### src/rtl/snn_pkg.sv
// Shared SNN constants and the serialized spike event record.
package snn_pkg;

    localparam int N_INPUT  = 8;
    localparam int N_HIDDEN = 30;
    localparam int IDX_W    = 5;
    localparam int TS_W     = 16;

    localparam logic LAYER_INPUT  = 1'b0;
    localparam logic LAYER_HIDDEN = 1'b1;

    typedef struct packed {
        logic             layer;
        logic [IDX_W-1:0] index;
        logic [TS_W-1:0]  timestamp;
    } evt_t;

endpackage

### src/rtl/lowest_set_encoder.sv
// Combinational priority encoder: reports the lowest set bit of a vector.
module lowest_set_encoder #(
    parameter int WIDTH = 8,
    parameter int IDX_W = 5
) (
    input  logic [WIDTH-1:0] bits,
    output logic             found,
    output logic [IDX_W-1:0] index
);

    always_comb begin
        found = 1'b0;
        index = '0;
        // Scanning downward lets the lowest set bit overwrite the result last.
        for (int i = WIDTH - 1; i >= 0; i--) begin
            if (bits[i]) begin
                found = 1'b1;
                index = IDX_W'(i);
            end
        end
    end

endmodule

### src/rtl/spike_event_serializer.sv
// Collects per-cycle edge pulses from two layers into pending masks and
// streams them out as single-neuron events over a valid/ready handshake.
module spike_event_serializer
    import snn_pkg::*;
#(
    parameter int N_INPUT  = snn_pkg::N_INPUT,
    parameter int N_HIDDEN = snn_pkg::N_HIDDEN,
    parameter int IDX_W    = snn_pkg::IDX_W,
    parameter int TS_W     = snn_pkg::TS_W,
    parameter int DROP_W   = 8
) (
    input  logic                clk,
    input  logic                rst,
    input  logic                boot_mode,
    input  logic [N_INPUT-1:0]  input_layer_edge,
    input  logic [N_HIDDEN-1:0] hidden_layer_edge,
    input  logic                ts_tick,
    output logic                evt_valid,
    input  logic                evt_ready,
    output logic                evt_layer,
    output logic [IDX_W-1:0]    evt_index,
    output logic [TS_W-1:0]     evt_timestamp,
    output logic                overrun,
    output logic [DROP_W-1:0]   drop_count,
    output logic                idle
);

    logic [N_INPUT-1:0]  p_in;
    logic [N_HIDDEN-1:0] p_hid;
    logic [N_INPUT-1:0]  edge_in;
    logic [N_HIDDEN-1:0] edge_hid;
    logic [N_INPUT-1:0]  grant_in;
    logic [N_HIDDEN-1:0] grant_hid;
    logic [TS_W-1:0]     ts;
    logic                in_found;
    logic                hid_found;
    logic [IDX_W-1:0]    in_idx;
    logic [IDX_W-1:0]    hid_idx;
    logic                free;
    logic                collide;

    lowest_set_encoder #(.WIDTH(N_INPUT), .IDX_W(IDX_W)) enc_in (
        .bits  (p_in),
        .found (in_found),
        .index (in_idx)
    );

    lowest_set_encoder #(.WIDTH(N_HIDDEN), .IDX_W(IDX_W)) enc_hid (
        .bits  (p_hid),
        .found (hid_found),
        .index (hid_idx)
    );

    assign edge_in  = input_layer_edge & {N_INPUT{!boot_mode}};
    assign edge_hid = hidden_layer_edge & {N_HIDDEN{!boot_mode}};
    assign free     = !evt_valid || evt_ready;

    always_comb begin
        grant_in  = '0;
        grant_hid = '0;
        if (free) begin
            if (in_found) begin
                grant_in = N_INPUT'(1) << in_idx;
            end else if (hid_found) begin
                grant_hid = N_HIDDEN'(1) << hid_idx;
            end
        end
    end

    // A re-fire onto the bit being granted this cycle is a fresh event, not a loss.
    assign collide = (|(p_in & ~grant_in & edge_in))
                   | (|(p_hid & ~grant_hid & edge_hid));

    assign idle = (p_in == '0) && (p_hid == '0) && !evt_valid;

    always_ff @(posedge clk) begin
        if (rst) begin
            p_in          <= '0;
            p_hid         <= '0;
            evt_valid     <= 1'b0;
            evt_layer     <= 1'b0;
            evt_index     <= '0;
            evt_timestamp <= '0;
            ts            <= '0;
            overrun       <= 1'b0;
            drop_count    <= '0;
        end else begin
            p_in  <= (p_in & ~grant_in) | edge_in;
            p_hid <= (p_hid & ~grant_hid) | edge_hid;

            if (free) begin
                if (in_found) begin
                    evt_valid     <= 1'b1;
                    evt_layer     <= LAYER_INPUT;
                    evt_index     <= in_idx;
                    evt_timestamp <= ts;
                end else if (hid_found) begin
                    evt_valid     <= 1'b1;
                    evt_layer     <= LAYER_HIDDEN;
                    evt_index     <= hid_idx;
                    evt_timestamp <= ts;
                end else begin
                    evt_valid <= 1'b0;
                end
            end

            if (boot_mode) begin
                ts <= '0;
            end else if (ts_tick) begin
                ts <= ts + 1'b1;
            end

            if (collide) begin
                overrun <= 1'b1;
                if (drop_count != '1) begin
                    drop_count <= drop_count + 1'b1;
                end
            end
        end
    end

endmodule
### config.mk
export PLATFORM = sky130hd
export DESIGN_NAME = spike_event_serializer
export DESIGN_NICKNAME = d
export VERILOG_FILES = /design/src/rtl/snn_pkg.sv /design/src/rtl/lowest_set_encoder.sv /design/src/rtl/spike_event_serializer.sv
export SDC_FILE = /design/constraint.sdc
export NUM_CORES = 1
export LEC_CHECK = 0
export CAP_MARGIN = 0
export CORE_ASPECT_RATIO = 1.4
export CORE_MARGIN = 3
export CORE_UTILIZATION = 24
export DETAILED_ROUTE_END_ITERATION = 8
export PLACE_DENSITY = 0.48
export REMOVE_ABC_BUFFERS = 1
export SLEW_MARGIN = 10
export SYNTH_ARGS = -nofsm -noshare
export SYNTH_HDL_FRONTEND = slang
export SYNTH_HIERARCHICAL = 1
export SYNTH_SLANG_ARGS = --single-unit
### constraint.sdc
create_clock -name clk -period 4.1 [get_ports clk]
set_input_delay 1.23 -clock clk [delete_from_list [all_inputs] [get_ports clk]]
set_output_delay 1.23 -clock clk [all_outputs]
set_load 0.01 [all_outputs]
== Yosys cells after proc, flatten, opt, wreduce, memory -nomap -nowiden ==
Index checks and enable logic that the tools add are counted.
W data, S select, Z words.

* Register bits: 86
* Word-level logic and storage cells: 127
* Output and inout port bits: 33

* Add/sub/neg operators: 2
* Shifts and indexed selects: 2
* Bitwise gates (word level): 11
* Equal/unequal tests: 1
* Reduce and logical (&&, ||, !) cells: 13
* Multiplexer cells: 89

{| class="wikitable"
|+ Operators with widths
! cell !! count
|-
| $mux W5 || 32
|-
| $and A30 B30 Y30 || 3
|-
| $mux W30 || 3
|-
| $mux W1 || 42
|-
| $mux W16 || 2
|-
| $logic_not A30 Y1 || 1
|-
| $not A30 Y30 || 1
|-
| $or A30 B30 Y30 || 1
|-
| $reduce_or A30 Y1 || 1
|-
| $shl A1 B5 Y30 const A || 1
|-
| $and A8 B8 Y8 || 3
|-
| $mux W3 || 8
|-
| $add A16 B1 Y16 const B || 1
|-
| $mux W8 || 2
|-
| $add A8 B1 Y8 const B || 1
|-
| $logic_not A8 Y1 || 1
|-
| $ne A8 B8 Y1 const B || 1
|-
| $not A8 Y8 || 1
|-
| $or A8 B8 Y8 || 1
|-
| $reduce_or A8 Y1 || 1
|-
| $shl A1 B5 Y8 const A || 1
|-
| $reduce_and A2 Y1 || 2
|-
| $logic_and A1 B1 Y1 || 2
|-
| $logic_not A1 Y1 || 2
|-
| 4 further kinds || 4
|}

== Depth between registers and ports, before layout ==
Gate-level depths: netlist (run 1).

* Depth after elaboration: 40
* Depth in mapped cells: 15

== By module ==
The synthesis (run 1) kept the hierarchy.

{| class="wikitable"
|+ Modules (own cells, without submodules)
! module !! times used !! area an instance (um^2) !! cells an instance !! sequential area each (um^2)
|-
| spike_event_serializer || 1 || 4046.4 || 520 || 1721.7
|-
| lowest_set_encoder (enc_hid) || 1 || 342.8 || 64 || 0.0
|-
| lowest_set_encoder (enc_in) || 1 || 98.8 || 16 || 0.0
|}

== Worst setup path before layout (run 1) ==
OpenSTA, ideal clock, no wires.

* Path type: reg2reg
* Start point: register p_hid[18]
* End point: register drop_count[5]
* Slack: 0.960 ns
* Clock period less this slack: 3.140 ns
* Arrival: 3.016 ns
* Buffers on the path: 2
* Setup time: 0.123 ns
* Required time: 3.977 ns
* Cell stages (with the launch flop): 14
* Cell sequence: dfxtp_1 -> or3_1 -> a211oi_1 -> o221ai_1 -> a221oi_2 -> clkbuf_1 -> nand2_1 -> o21ai_0 -> o221ai_1 -> nor3_1 -> o2111a_2 -> buf_6 -> nor3_1 -> mux2_1

* Longest elaborated chain between the ends: 29
* Elaborated cells between the ends (all ways): 48
* Classes of those cells: shift: 1; mux: 41; bitwise: 4; reduce/logical: 2

{| class="wikitable"
|+ RTL lines
! item !! line !! text
|-
| start: declaration || spike_event_serializer.sv:29 || <nowiki>logic [N_HIDDEN-1:0] p_hid;</nowiki>
|-
| start signal: assignment || spike_event_serializer.sv:89 || <nowiki>p_hid <= (p_hid & ~grant_hid) | edge_hid;</nowiki>
|-
| $mux W5 (19 in series) || lowest_set_encoder.sv:16 || <nowiki>if (bits[i]) begin</nowiki>
|-
| net hid_idx[0] || spike_event_serializer.sv:38 || <nowiki>logic [IDX_W-1:0] hid_idx;</nowiki>
|-
| $shl A1 B5 Y30 || spike_event_serializer.sv:65 || <nowiki>grant_hid = N_HIDDEN'(1) << hid_idx;</nowiki>
|-
| $mux W30 || spike_event_serializer.sv:64 || <nowiki>end else if (hid_found) begin</nowiki>
|-
| $mux W30 || spike_event_serializer.sv:62 || <nowiki>if (in_found) begin</nowiki>
|-
| $mux W30 || spike_event_serializer.sv:61 || <nowiki>if (free) begin</nowiki>
|-
| $not A30 Y30 || spike_event_serializer.sv:72 || <nowiki>| (|(p_hid & ~grant_hid & edge_hid));</nowiki>
|-
| $and A30 B30 Y30 (2 in series) || spike_event_serializer.sv:72 ||
|-
| $reduce_or A30 Y1 || spike_event_serializer.sv:72 ||
|-
| $or A1 B1 Y1 || spike_event_serializer.sv:72 ||
|-
| $reduce_and A2 Y1 (no line) || -- ||
|-
| end signal: assignment || spike_event_serializer.sv:116 || <nowiki>drop_count <= drop_count + 1'b1;</nowiki>
|-
| end: declaration || spike_event_serializer.sv:24 || <nowiki>output logic [DROP_W-1:0] drop_count,</nowiki>
|}

The timed path passes the listed nets, and every way through them passes these cells.
A chain may end at the register's enable or synchronous reset.

== Final worst setup path (run 1) ==
* Start point: register p_hid[18]
* End point: register drop_count[6]

Same word-level chain as after synthesis.

==> metrics, run 1 <==
status=finished clean; flops & latches, synth=86; die width=122 um; sequential fraction of the synthesis area=38.4%; Async SR Flop Fraction=0%; first-pass GRT wire length=24800 um; max incr delay on CP=400 ps; CP Launch Type=flip-flop; I/O Pins=76; WP buf/inv=2; Sink Count=86; number of antenna violations at the first check in global routing=0; measured slew at the worst slew-check pin=around 670 ps; vias in the first global route=4639; min cycle time layout=a little under 4000 ps; Post-route DRC=0; Site Rows=slightly below 60; Initial Util=between 20% and 30%; Tightest Hold Check Type=flip-flop to flip-flop; pwr dens=roughly 360 mW/mm^2; Worst Reg-to-Reg Cells=14; area leader, netlist=dfxtp_1; vias post-DR=~4.6k; clk buf depth=2; overall routed net length=between 15000 and 20000 um; Worst-path clk slew=70 ps; Setup TNS=0 ps; CTS Buf Count=9; maximum vdd ir drop=approximately 0.14 mV; Total Routing Usage GR=approximately 15%; hold depth=2; Worst EP required=about 4400 ps; multi-input combinational cell area=~0.0026 sq mm; Top Family by Delay on Critical Path=compound AO/OA/AOI/OAI gates; Final HPWL DP=between 10000 and 15000 um; M1 WL=a little over 6000 um; metal3 WL=771 um; die area=0.0204 sq mm; GP Congestion=between 0.8 and 0.9; Setup crit end kind=flip-flop; kind of critical path=flip-flop to flip-flop; Synth top area share=between 30% and 40%; uppermost layer routed=met4; top-count cell post-synth=nand2_1; Ys Warns=6; critical path depth=14; DR WL met2=~7900 um; Root Buffer=clkbuf_16; Setup Skew=a little over 8 ps; DR pass1 iterations=4; crit path cell chain=or3_1 > a211oi_1 > o221ai_1 > a221oi_4 > buf_4 > and3b_1 > nand4_1 > a32oi_2 > nand4_1 > nor3_2 > o2111a_2 > buf_4 > nor4_1 > a211oi_1; number of antenna diodes=0; Max Clock Freq=0.256 GHz; drt initial violations=246; Netlist cell types=between 50 and 60; Slew HR=55.2%; global route overflow=0; routed vias/inst=4.98; area of the mapped netlist=between 0.004 and 0.005 sq mm; main flop type after synthesis=dfxtp_1; Post-synth EDFFs=0; final setup fails=0; Final Hold Fails=0; nets@finish=around 730; crit path DAT=about 4200 ps; Max Cap Violations=0; die height=between 150 and 200 um; synth top area cells=dfxtp_1 38%, nand2_1 9.1%, a21oi_1 7.8%; Final Cycle Share=between 90% and 100%; WL per Instance=about 16 um; worst-path fanout max=11; H-tree depth=3; Cells after Synth=600; core area=0.0181 sq mm; CTS tree=done; # fillers=between 1.5k and 2k; post-layout worst setup margin=~190 ps; area grow syn2layout=32.8%; most instantiated cells after synthesis=109 x nand2_1, 86 x dfxtp_1, 70 x a21oi_1; pin count of the biggest net entering global routing=just over 50; layout cells sized above 1=9.24%; post-route core utilization=between 30 and 40%; CP max-delay cell=dfxtp_1; Post-DRT Antenna Nets=0; syn_area_per_cell=7.48 sq um; port bufs=75; total power=between 0.002 and 0.0025 W; DP Worst Slack=-128 ps; Clock Latency Late Sink=350 ps; Reg area=approximately 0.0017 sq mm; Lkg Pwr=2.14 nW; Final Max Slew Viols=0
==> kinds of logic after synthesis <==
logic type	synth area share, %
xor gates and xnor gates	2.34
adders and majority gates	0.557
AOI/OAI and AO/OA	21.7
buffers and inverters	5.49
muxes	1.62
DFF	38.4
other	0.0836
and+or+nand+nor	29.9
==> tightest hold or removal path, cell delays in order (launching register included) <==
cell and delay, ps:
dfxtp_1 310, nand2_1 50, a21oi_1 50
==> final timing paths <==
| check | slack, ps | start | to |
|---|---|---|---|
| hold / removal | 460 | evt_timestamp[3] | evt_timestamp[3] |
| hold reg to reg | 460 | evt_timestamp[3] | evt_timestamp[3] |
| setup / recovery | 190 | p_hid[18] | drop_count[6] |
| setup reg to reg | 190 | p_hid[18] | drop_count[6] |
==> through the flow <==
step / cell area [sq um] / hold WS [ps] / std cells
finish: 5960 / 460 / 933
global route: 5960 / 481 / 933
CTS: 5910 / 467 / 929
detailed placement: 5610 / 454 / 913
global placement: 5610 / 450 / 913
floorplan: 4350 / 438 / 570
==> where the power goes <==
part	switching, W	total [W]	internal, W
logic	0.000231	0.000427	0.000196
clock network	0.000371	0.000809	0.000438
registers	0.0000524	0.000925	0.000872
total	0.000655	0.00216	0.00151
==> routing by layer <==
metal,vias to the layer above,track usage (%)
met5,-,0
met4,0,6.09
li1,2332,-
met1,2191,17.4
met2,105,27.1
met3,21,3.86
==> placed cells by master, fill, tap and decap left out, types with 6 or more instances in the layout <==
master,count
nor3_1,15
clkdlybuf4s50_1,74
a41oi_1,6
nor2_1,47
a211oi_1,9
buf_4,32
a31oi_1,7
nor2b_1,9
o21ai_0,29
a21oi_1,70
or3_1,7
o211ai_1,7
dfxtp_1,86
xor2_1,9
nand4_1,17
nand3_1,16
nor4_1,19
nand2_1,109
inv_1,28
and3_1,7
clkbuf_16,9
==> what timing repair did <==
action	CTS	global route
setup endpoints to repair	8	8
cloned	0	0
hold buffers	0	0
buffers inserted	0	4
pin swaps	0	2
resized for setup	2	3
==> flip-flops by register name, summed over array words and instances, names as in the netlist <==
signal	count
evt_index	5
drop_count	8
evt_timestamp	16
ts	16
p_in	8
overrun	1
p_hid	30
evt_layer	1
evt_valid	1
==> cell type report <==
type	instances	share of cell area (%)
clock inverter	6	0.860
tap	240	5.04
clock buffer	10	4.01
multi-input combinational	456	42.9
inverter	28	1.76
sequential	86	28.9
timing repair buffer	107	16.5
(Power assumes the default switching activity.)
==> run 2, diff against run 1 <==
--- a/config.mk
+++ b/config.mk
@@ -14,2 +14,3 @@
 export REMOVE_ABC_BUFFERS = 1
+export SETUP_SLACK_MARGIN = 0.5
 export SLEW_MARGIN = 10
--- a/constraint.sdc
+++ b/constraint.sdc
@@ -3,2 +3,2 @@
 set_output_delay 1.23 -clock clk [all_outputs]
-set_load 0.01 [all_outputs]
+set_load 0.02 [all_outputs]
==> metrics, run 2 (same netlist as run 1, synthesis figures left out) <==
area grow syn2layout=36.4%; Final Cycle Share=about nine tenths; die area=approximately 0.02 sq mm; CP max-delay cell=or3_4; CTS Buf Count=9; number of antenna violations at the first check in global routing=0; r2r setup slk=about 420 ps; die width=approximately 120 um; max FFs per register=30; Final HPWL DP=11800 um; vias in the first global route=about 4.6k; drt initial violations=around 240; min cycle time layout=between 3000 and 4000 ps; multi-input combinational cell area=between 0.002 and 0.003 sq mm; Lkg Pwr=about 2.2 nW; Clock power frac=a little under two fifths; Max Clock Freq=roughly 0.27 GHz; worst hold slack=460 ps; maximum vdd ir drop=around 0.14 mV; most flop-heavy register=p_hid; worst-path fanout max=6; Finished Layout Cells=roughly 940; Setup Skew=8.37 ps; Slew HR=a little over half; share of power burned in combinational logic=a little over a fifth; Final Hold Fails=0; hold depth=2; CP Launch Type=flip-flop; WP buf/inv=1; overall routed net length=around 15000 um; most numerous cell on the critical path=nand4_1; Total Routing Usage GR=between 15 and 20%; # hold bufs at CTS=0; Sequential Power Share=between 40% and 50%; number of antenna diodes=0; nets@finish=about 740; commonest non-fill, non-tap cell in the layout=nand2_1; first-pass GRT wire length=approximately 25000 um; kind of critical path=flip-flop to flip-flop; most frequent cells in the layout=109 x nand2_1, 79 x dfxtp_1, 74 x clkdlybuf4s50_1; vias post-DR=4673; Top Family by Delay on Critical Path=simple AND/OR/NAND/NOR gates; pin count of the biggest net entering global routing=51; Tightest Hold Check Type=flip-flop to flip-flop; clk buf depth=2; post-route core utilization=~34%; Reg area=around 0.0017 sq mm; placed cell count=just over 900; # fillers=1957; layout cells sized above 1=between 10% and 20%; die height=168 um; pwr dens=~360 mW/mm^2; Largest regs=p_hid (30), evt_timestamp (16), ts (16); switching portion of total power=a little under a third; post-layout worst setup margin=around 420 ps; crit path cell chain=or3_4 > a211oi_2 > o221ai_2 > a221oi_4 > buf_6 > and3b_2 > nand4_1 > a32oi_2 > nand4_1 > nor3_2 > o2111a_2 > nor2b_1 > mux2_1; Internal Power=between 0.0015 and 0.002 W; RSZ-0062 raised after global routing=true; Psw=0.000675 W; I/O Pins=76; CTS tree=done; Clock Latency Late Sink=350 ps; Sink Count=86; Initial Util=24.7%; Site Rows=58; Max Cap Violations=0; Worst-path clk slew=about 70 ps; final setup fails=0; max incr delay on CP=about 380 ps; DR pass1 iterations=4; total power=around 0.0022 W; GP Congestion=approximately 0.86; Post-DRT Antenna Nets=0; measured slew at the worst slew-check pin=between 600 and 700 ps; Worst Reg-to-Reg Cells=13; Worst EP required=around 4300 ps; H-tree depth=3; Final Max Slew Viols=0; port bufs=75; critical path depth=13; status=finished clean; routed vias/inst=4.98; WL per Instance=about 16 um; crit path DAT=3910 ps; Setup crit end kind=flip-flop; core area=~0.018 sq mm; Root Buffer=clkbuf_16; global route overflow=0; DP Worst Slack=-128 ps; Post-route DRC=0
==> run 2: stage by stage <==
step | setup TNS, ps | instance area [sq um]
finish | 0 | 6120
global route | 0 | 6120
CTS | 0 | 6040
detailed placement | -754 | 5610
global placement | -537 | 5610
floorplan | 0 | 4350
==> run 2: final cells by class <==
class                   count  share of cell area [%]
clock buffers              10                    3.91
clock inverters             6                   0.838
inverters                  28                    1.72
multi-input cells         456                    43.4
flip-flops and latches     86                    28.3
well taps                 240                    4.91
repair buffers            112                    16.9
==> run 2: worst min-delay path, delay by kind of cell (launching register included) <==
kind / cells / cell delay, ps
DFF: 1 / 310
and+or+nand+nor: 1 / 50
AOI/OAI and AO/OA: 1 / 50
==> run 2: power by group through the flow <==
stage / sequential (W) / combinational (W) / clock (W)
global route: 0.000933 / 0.000510 / 0.000878
global placement: 0.000942 / 0.000418 / 0
CTS: 0.000926 / 0.000452 / 0.000847
floorplan: 0.000938 / 0.000214 / 0
finish: 0.000928 / 0.000464 / 0.000807
detailed placement: 0.000943 / 0.000418 / 0
==> run 2: repair_timing <==
item,in CTS,in global routing
setup buffers,5,3
pin swaps,12,6
setup endpoints to repair,9,9
resized for setup,23,19
cloned,0,1
==> run 2: final timing paths <==
| kind | start | to |
|---|---|---|
| worst max-delay path | p_hid[18] | drop_count[0] |
| worst min-delay path | evt_timestamp[3] | evt_timestamp[3] |
| worst min register to register | evt_timestamp[3] | evt_timestamp[3] |
| worst max register to register | p_hid[18] | drop_count[0] |
==> run 2: per-layer routing <==
metal | vias to the layer above | GRT usage (%) | share of wire (%)
li1 | 2335 | - | -
met1 | 2221 | 17.7 | 41
met2 | 93 | 27.4 | 52
met3 | 24 | 3.66 | 4.2
met4 | 0 | 5.95 | 2.4
met5 | - | 0 | 0
